[src/rtl/md_pkg.sv]
// Shared command codes and types for the multiply/divide unit.
// ALU control decodes these codes, and md_unit uses the same definitions.
package md_pkg;

  // Command codes are {funct[5], funct[3:0]} of R-type instructions with funct[4]=1.
  localparam logic [4:0] MD_MFHI  = 5'b00000;
  localparam logic [4:0] MD_MTHI  = 5'b00001;
  localparam logic [4:0] MD_MFLO  = 5'b00010;
  localparam logic [4:0] MD_MTLO  = 5'b00011;
  localparam logic [4:0] MD_MULT  = 5'b01000;
  localparam logic [4:0] MD_MULTU = 5'b01001;
  localparam logic [4:0] MD_DIV   = 5'b01010;
  localparam logic [4:0] MD_DIVU  = 5'b01011;

  typedef enum logic [1:0] {
    MD_IDLE = 2'd0,
    MD_RUN  = 2'd1,
    MD_FIX  = 2'd2
  } md_state_t;

  typedef enum logic {
    MODE_MUL = 1'b0,
    MODE_DIV = 1'b1
  } md_mode_t;

  // True for the eight codes the unit acts on. Every other code is ignored.
  function automatic logic md_code_valid(input logic [4:0] code);
    return (code[4:2] == 3'b000) || (code[4:2] == 3'b010);
  endfunction

endpackage

[src/rtl/md_iter.sv]
// One radix-2 step of the iterative multiply or divide.
// Multiply: shift-add. {acc, mq} holds the partial product and the multiplier.
// Divide: restoring shift-subtract. acc holds the remainder and mq holds the
// dividend bits, which are replaced by quotient bits as the step shifts them in.
module md_iter
  import md_pkg::*;
#(
  parameter int WIDTH = 32
) (
  input  logic [WIDTH-1:0] acc,
  input  logic [WIDTH-1:0] mq,
  input  logic [WIDTH-1:0] opnd,
  input  md_mode_t         mode,
  output logic [WIDTH-1:0] acc_next,
  output logic [WIDTH-1:0] mq_next
);

  logic [WIDTH:0] sum;
  logic [WIDTH:0] shifted;
  logic [WIDTH:0] diff;

  // Compute a single step. In divide mode, diff[WIDTH] acts as the borrow flag.
  always_comb begin
    sum      = {1'b0, acc} + (mq[0] ? {1'b0, opnd} : {(WIDTH+1){1'b0}});
    shifted  = {acc, mq[WIDTH-1]};
    diff     = shifted - {1'b0, opnd};
    acc_next = acc;
    mq_next  = mq;
    if (mode == MODE_MUL) begin
      acc_next = sum[WIDTH:1];
      mq_next  = {sum[0], mq[WIDTH-1:1]};
    end else if (!diff[WIDTH]) begin
      acc_next = diff[WIDTH-1:0];
      mq_next  = {mq[WIDTH-2:0], 1'b1};
    end else begin
      acc_next = shifted[WIDTH-1:0];
      mq_next  = {mq[WIDTH-2:0], 1'b0};
    end
  end

endmodule

[src/rtl/md_unit.sv]
// Iterative multiply/divide unit with HI/LO registers, used in the EX stage.
// Handshake: a command is presented with md_valid and is accepted on any edge
// where stall=0. While stall=1, the pipeline holds the command and presents it
// again. mult/multu/div/divu take WIDTH RUN cycles plus one FIX cycle.
module md_unit
  import md_pkg::*;
#(
  parameter int WIDTH = 32
) (
  input  logic             clk,
  input  logic             rst,
  input  logic             md_valid,
  input  logic [4:0]       alu_function,
  input  logic [WIDTH-1:0] op_a,
  input  logic [WIDTH-1:0] op_b,
  output logic [WIDTH-1:0] md_result,
  output logic             stall,
  output logic             busy,
  output logic             done,
  output logic [WIDTH-1:0] hi,
  output logic [WIDTH-1:0] lo
);

  localparam int CW = $clog2(WIDTH);
  localparam logic [CW-1:0] LAST = CW'(WIDTH - 1);

  md_state_t        state, state_next;
  md_mode_t         mode;
  logic [CW-1:0]    cnt;
  logic [WIDTH-1:0] acc, mq, opnd, a_raw;
  logic [WIDTH-1:0] acc_next, mq_next;
  logic             neg_q, neg_r, div_zero;
  logic             code_valid, is_long, is_signed, start;
  logic [WIDTH-1:0] mag_a, mag_b;
  logic [2*WIDTH-1:0] prod;
  logic [WIDTH-1:0] quot, rem;

  assign code_valid = md_code_valid(alu_function);
  assign is_long    = (alu_function[4:2] == 3'b010);
  assign is_signed  = ~alu_function[0];
  assign busy       = (state != MD_IDLE);
  assign stall      = md_valid & busy & code_valid;
  assign done       = (state == MD_FIX);
  assign start      = md_valid & (state == MD_IDLE) & is_long;
  assign mag_a      = (is_signed & op_a[WIDTH-1]) ? -op_a : op_a;
  assign mag_b      = (is_signed & op_b[WIDTH-1]) ? -op_b : op_b;

  md_iter #(.WIDTH(WIDTH)) u_iter (
    .acc      (acc),
    .mq       (mq),
    .opnd     (opnd),
    .mode     (mode),
    .acc_next (acc_next),
    .mq_next  (mq_next)
  );

  // State register.
  always_ff @(posedge clk) begin
    if (rst) state <= MD_IDLE;
    else     state <= state_next;
  end

  // Next-state logic: IDLE -> RUN on start, RUN -> FIX after WIDTH steps, FIX -> IDLE.
  always_comb begin
    state_next = state;
    case (state)
      MD_IDLE: if (start) state_next = MD_RUN;
      MD_RUN:  if (cnt == LAST) state_next = MD_FIX;
      MD_FIX:  state_next = MD_IDLE;
      default: state_next = MD_IDLE;
    endcase
  end

  // mfhi/mflo read port. It is valid only while IDLE. A stalled read returns 0.
  always_comb begin
    md_result = '0;
    if (md_valid && state == MD_IDLE) begin
      if (alu_function == MD_MFHI)      md_result = hi;
      else if (alu_function == MD_MFLO) md_result = lo;
    end
  end

  // Sign correction of the raw magnitude results, applied in FIX.
  always_comb begin
    prod = {acc, mq};
    if (neg_q) prod = -prod;
    quot = neg_q ? -mq : mq;
    rem  = neg_r ? -acc : acc;
  end

  // Datapath: operand latch, iteration, counter and HI/LO writes.
  always_ff @(posedge clk) begin
    if (rst) begin
      cnt      <= '0;
      acc      <= '0;
      mq       <= '0;
      opnd     <= '0;
      a_raw    <= '0;
      mode     <= MODE_MUL;
      neg_q    <= 1'b0;
      neg_r    <= 1'b0;
      div_zero <= 1'b0;
      hi       <= '0;
      lo       <= '0;
    end else begin
      case (state)
        MD_IDLE: begin
          if (start) begin
            cnt      <= '0;
            acc      <= '0;
            mq       <= mag_a;
            opnd     <= mag_b;
            a_raw    <= op_a;
            mode     <= alu_function[1] ? MODE_DIV : MODE_MUL;
            neg_q    <= is_signed & (op_a[WIDTH-1] ^ op_b[WIDTH-1]);
            neg_r    <= is_signed & op_a[WIDTH-1];
            div_zero <= (op_b == '0);
          end else if (md_valid && alu_function == MD_MTHI) begin
            hi <= op_a;
          end else if (md_valid && alu_function == MD_MTLO) begin
            lo <= op_a;
          end
        end
        MD_RUN: begin
          acc <= acc_next;
          mq  <= mq_next;
          cnt <= cnt + CW'(1);
        end
        MD_FIX: begin
          if (mode == MODE_MUL) begin
            hi <= prod[2*WIDTH-1:WIDTH];
            lo <= prod[WIDTH-1:0];
          end else if (div_zero) begin
            hi <= a_raw;
            lo <= '1;
          end else begin
            hi <= rem;
            lo <= quot;
          end
        end
        default: ;
      endcase
    end
  end

endmodule

[config.mk]
export PLATFORM = sky130hd
export DESIGN_NAME = md_unit
export DESIGN_NICKNAME = d
export VERILOG_FILES = /design/src/rtl/md_pkg.sv /design/src/rtl/md_iter.sv /design/src/rtl/md_unit.sv
export SDC_FILE = /design/constraint.sdc
export NUM_CORES = 1
export LEC_CHECK = 0
export CAP_MARGIN = 20
export CORE_ASPECT_RATIO = 2
export CORE_MARGIN = 8
export CORE_UTILIZATION = 60
export CTS_BUF_LIST = sky130_fd_sc_hd__clkbuf_8
export CTS_CLUSTER_DIAMETER = 120
export DETAILED_ROUTE_END_ITERATION = 6
export GPL_ROUTABILITY_DRIVEN = 0
export PLACE_DENSITY = 0.88
export SLEW_MARGIN = 0
export SYNTH_ARGS = -nofsm -noshare
export SYNTH_HDL_FRONTEND = slang
export SYNTH_SLANG_ARGS = --single-unit
[constraint.sdc]
create_clock -name clk -period 8.6 [get_ports clk]
set_input_delay 1.29 -clock clk [delete_from_list [all_inputs] [get_ports clk]]
set_output_delay 1.29 -clock clk [all_outputs]
set_load 0.02 [all_outputs]
# Word-level counts from Yosys, hierarchy flattened
# Index checks and enable logic that the tools add are counted.
# W data, S select, Z words.
# totals
reg_bits,203
latch_bits,0
ramBits,0
mem_bits_ro,0
inputBits,72
wordCells,92
memories,0
# op_classes
add_sub_neg,8
multipliers,0
div,0
magnitude_cmp,0
eq_ne,13
shifts,0
mux,34
bitwise,9
reduce_logical,16
# op_table
operator,n
$mux W32,22
$pmux W32 S2,4
$neg A32 Y32,4
$mux W64,1
$neg A64 Y64,1
$add A32 B33 Y33,1
$sub A33 B32 Y33,1
$logic_not A32 Y1,1
$eq A5 B2 Y1 const B,2
$pmux W5 S2,1
$ne A2 B2 Y1 const B,4
$and A1 B1 Y1,7
$reduce_and A2 Y1,3
$reduce_bool A2 Y1,3
$add A5 B1 Y5 const B,1
$eq A5 B1 Y1 const B,1
$eq A5 B5 Y1 const B,1
$logic_not A5 Y1,1
$mux W5,1
$mux W2,2
$ne A2 B1 Y1 const B,2
$pmux W2 S2,1
$reduce_and A4 Y1,1
$eq A3 B2 Y1 const B,1
10 further kinds,13

# Depth between registers and ports, before layout
# depth
depth_word,6
mapped_depth,14

# Hierarchy
# From an unflattened synthesis, not the netlist that was laid out.
# unflattened
hier_cells,2382
hier_area_um2,17508.0
# by_module_without_submodules
module,instances,cells_per_inst,area_each_um2,seq_area_each_um2
md_unit,1,1699,12798.5,4063.9
md_iter,1,683,4709.5,0.0

# Worst setup path after synthesis
# Ideal clock, no wire load.
# synth_timing
path_type,input to output
startpoint,in alu_function[0]
endpoint,out md_result[10]
t_arrival_ns,2.620
slack_ns,4.690
path_stages,5
n_path_buf,3
cell_sequence,clkbuf_1 > or4_1 > clkbuf_1 > clkbuf_1 > nor2_1
# synth_via
elab_chain_len,4
word_cells_on_any_way,5
classes_between,eq/ne: 1; mux: 3; reduce/logical: 1
# synth_rtl
item,line_no,text
"start, declared",md_unit.sv:13,"input logic [4:0] alu_function,"
$eq A5 B2 Y1,md_unit.sv:79,else if (alu_function == MD_MFLO) md_result = lo;
$mux W32,md_unit.sv:79,
$mux W32 (*),md_unit.sv:78,if (alu_function == MD_MFHI) md_result = hi;
$mux W32 (*),md_unit.sv:77,if (md_valid && state == MD_IDLE) begin
"end, declared",md_unit.sv:16,"output logic [WIDTH-1:0] md_result,"
# Every way passes the cells marked *; elsewhere a longest branch is shown, timed or not.

# Final worst setup path
# layout_timing
startpoint,in alu_function[0]
endpoint,out md_result[5]
# The elaborated chain is that of the path after synthesis.

==> impl_summary.txt <==
----------------------------------------------------
[Yosys]
  Number of cells produced by synthesis ... 2278
  Number of enable-type register cells in the synthesized netlist ... 0
  Number of warning messages in the yosys log ... 0
  Top flip-flop cell by instance count after synthesis ... dfxtp_1
  Synthesized area divided by synthesized cell count ... 7.27 µm²
  Post-Syn Nets ... 2422
  Sequential cell area fraction in the yosys report ... between 20% and 30%
  Count of unique library cells instantiated by Yosys ... between 70 and 80
  Number of register bits inferred by synthesis ... 203
  Proportion of synthesized flip-flops having asynchronous set or reset ... 0%
  Post-Syn Area ... about 17000 µm²

[Layout]
  Most common cell after layout, fill and taps aside ... nand2_1
  Fraction of layout cells with a size suffix above 1 ... just under 5%
  Filler cells ... 2259
  Synth-to-layout area growth ... 14.0%
  Final instance area ... 18900 µm²
  Antenna cells ... 0
  Final nets ... 2457
  Most used cells in the layout excluding fill and tap cells ... nand2_1 (250), nor2_1 (233), a21oi_1 (222)

[Power and ir drop]
  Share of power burned in the clock network ... 37.7%
  Switching fraction of total power ... between 30% and 40%
  Register share of total power ... between 40% and 50%
  Max VDD drop ... ~150 µV
  Power spent charging and discharging nets ... approximately 0.00075 W
  Gate power share ... between 20% and 30%
  Static leakage ... 7.01 nW
  Power per cell area ... around 130 nW/µm²
  Internal power component ... between 0.0015 and 0.002 W

[Run]
  Maximum capacitance violations ... 0

[Timing]
  Pins Over Slew Limit ... 0
  Actual slew at the worst max-slew pin ... roughly 1.1 ns
  Worst slew margin ... around a quarter
  Unrepaired setup endpoints after global routing ... no
  Portion of the clock cycle consumed by the worst path in the final layout ... about three fifths
  Maximum clock frequency ... a little under 200 MHz
  Layout Skew ... ~0.026 ns
  Setup Total Neg Slack ... 0 ns
  Fin crit period ... 5.17 ns
  Final Hold Vio Count ... 0
  Post-route worst setup slack ... 3.43 ns
  Setup violation total in the final timing report ... 0

[Global route]
  Total grt overflow ... 0
  Number of global-route vias before repair ... ~17000
  Number of antenna violations at the first check in global routing ... 0
  First-pass GRT wire length ... ~90 mm
  Largest net degree at the start of global routing ... a little over 80
  Total routing resource utilization after global routing ... between 30% and 40%

[Die]
  # IOs ... about 170
  Initial core utilization ... between 60 and 70%
  Width of the die ... approximately 130 µm
  Die Span Y ... around 250 µm
  Core region area ... 27300 µm²
  Area of the die ... 33500 µm²
  Placement Rows ... 86

[Critical path]
  Worst Setup End Kind ... output port
  Crit Path Max Fanout ... 19
  Worst Path Class, Setup ... input port to output port
  Req. time, crit path ... roughly 7.3 ns
  FF-to-FF path depth ... 13
  CP Launch Type ... input port
  CP arrival ... 3.88 ns

[Min path]
  Worst hold path depth ... 2
  Type of the most critical hold path ... flip-flop to flip-flop

[Clock network]
  Clock-pin slew on the worst setup and hold paths ... approximately 0.070 ns
  Cts-stage hold buffer count ... 0
  H-tree depth ... 1
  Number of buffers created by CTS ... 30
  # Post-CTS Setup Buffers ... 0
  TritonCTS clock tree ... done
  Maximum clock path buffer count ... 3
  Clk Tree Root Cell ... clkbuf_8
  Number of sinks driven by the clock tree ... roughly 200
  Clock insertion delay at the later pin of the skew report ... between 0.6 and 0.7 ns
  Number of gates resized after CTS ... 0

[Placement]
  Total half-perimeter wirelength after legalization and detailed placement ... approximately 40 mm
  Placement Cell Area ... 18200 µm²
  Count of input and output buffers ... 170
  Worst-case setup slack after placement ... 3.36 ns

[Routing]
  Total via count in the routed design ... 18100
  DRC violation total after the first TritonRoute iteration ... 2386
  Number of search-and-repair iterations in the first detailed-routing pass ... 7
  Total Wirelength ... around 56 mm
  Antenna viol nets, final ... 0
  Routed wirelength normalized by instance count ... about 21 µm
  Via/cell ratio ... 6.72
  Total DRC errors in the routed layout ... 1

[Outcome]
  Status ... complete, but fails checks
  Failing checks ... DRC

----------------------------------------------------
[critical path: stages]
cell and delay (ns):
clkdlybuf4s50_1 0.59, or4_1 0.95, buf_8 0.30, nor2_1 0.12, clkdlybuf4s50_1 0.62
[registers in the layout, summed over array words and instances (netlist names), 2 cells and up]
signal  cells
hi         32
state       2
mq         32
acc        32
opnd       32
lo         32
a_raw      32
cnt         5
[synth_stat cells (all sizes together), types with 20 or more instances]
cell type,n,area share [%]
nor4,23,1.2
mux2i,95,5.7
o221ai,37,2.0
nor2,236,5.4
ha,70,5.3
or4,20,0.95
o21ai,165,5.0
nor3,42,1.3
or3,30,1.1
xnor2,95,5.0
a21o,32,1.4
xor2,67,3.5
a21oi,222,6.7
dfxtp,203,25
nand3,35,1.1
clkbuf,170,3.9
o31ai,22,1.0
nand2b,30,1.1
a211oi,77,3.5
nand2,250,5.7
inv,66,1.5
and3,23,0.87
[layer usage]
layer	vias up	global-route usage [%]	wire length (µm)
li1	8339	-	-
met1	8288	38.2	20900
met2	1152	51.6	25700
met3	288	5.96	5710
met4	0	20.7	4050
met5	-	0	0
[path summary, 6_finish.rpt]
| kind | start | to | slack (ns) |
|---|---|---|---|
| worst max-delay path | alu_function[0] | md_result[5] | 3.43 |
| worst min-delay path | a_raw[11] | a_raw[11] | 0.45 |
| worst max register to register | mq[31] | acc[0] | 4.28 |
| worst min register to register | a_raw[11] | a_raw[11] | 0.45 |
[stage by stage]
step,hold WS (ns),instances,power [W],util (%)
after floorplan,0.432,2278,0.00134,-
after CTS,0.453,2686,0.00237,69.0
after global placement,0.440,2631,0.00148,66.5
final,0.453,2688,0.00239,69.1
after global routing,0.468,2688,0.00247,69.1
after detailed placement,0.444,2631,0.00149,66.5
[kinds of logic after synthesis]
family          share of synthesized area, %
buf+inv                                 5.85
simple gates                            21.7
mux                                     5.94
fa+ha+maj                               5.53
flops                                   24.5
compound gates                          27.9
xor+xnor                                8.56
[final cells by class]
| cell class | count | area [µm²] | area share [%] |
|---|---|---|---|
| inverter | 66 | 248 | 1.31 |
| clock buffer | 37 | 509 | 2.70 |
| timing repair buffer | 192 | 1890 | 9.99 |
| sequential | 203 | 4070 | 21.5 |
| clock inverter | 18 | 169 | 0.894 |
| multi-input combinational | 1820 | 11600 | 61.3 |
| tap | 352 | 440 | 2.33 |
[power by group through the flow]
stage               sequential [W]  clock [W]  combinational, W
floorplan                 0.000996          0          0.000343
global placement           0.00101          0          0.000469
detailed placement         0.00101          0          0.000478
CTS                       0.000989   0.000901          0.000480
global route              0.000993   0.000947          0.000528
finish                    0.000991   0.000900          0.000496
(Power assumes the default switching activity.)
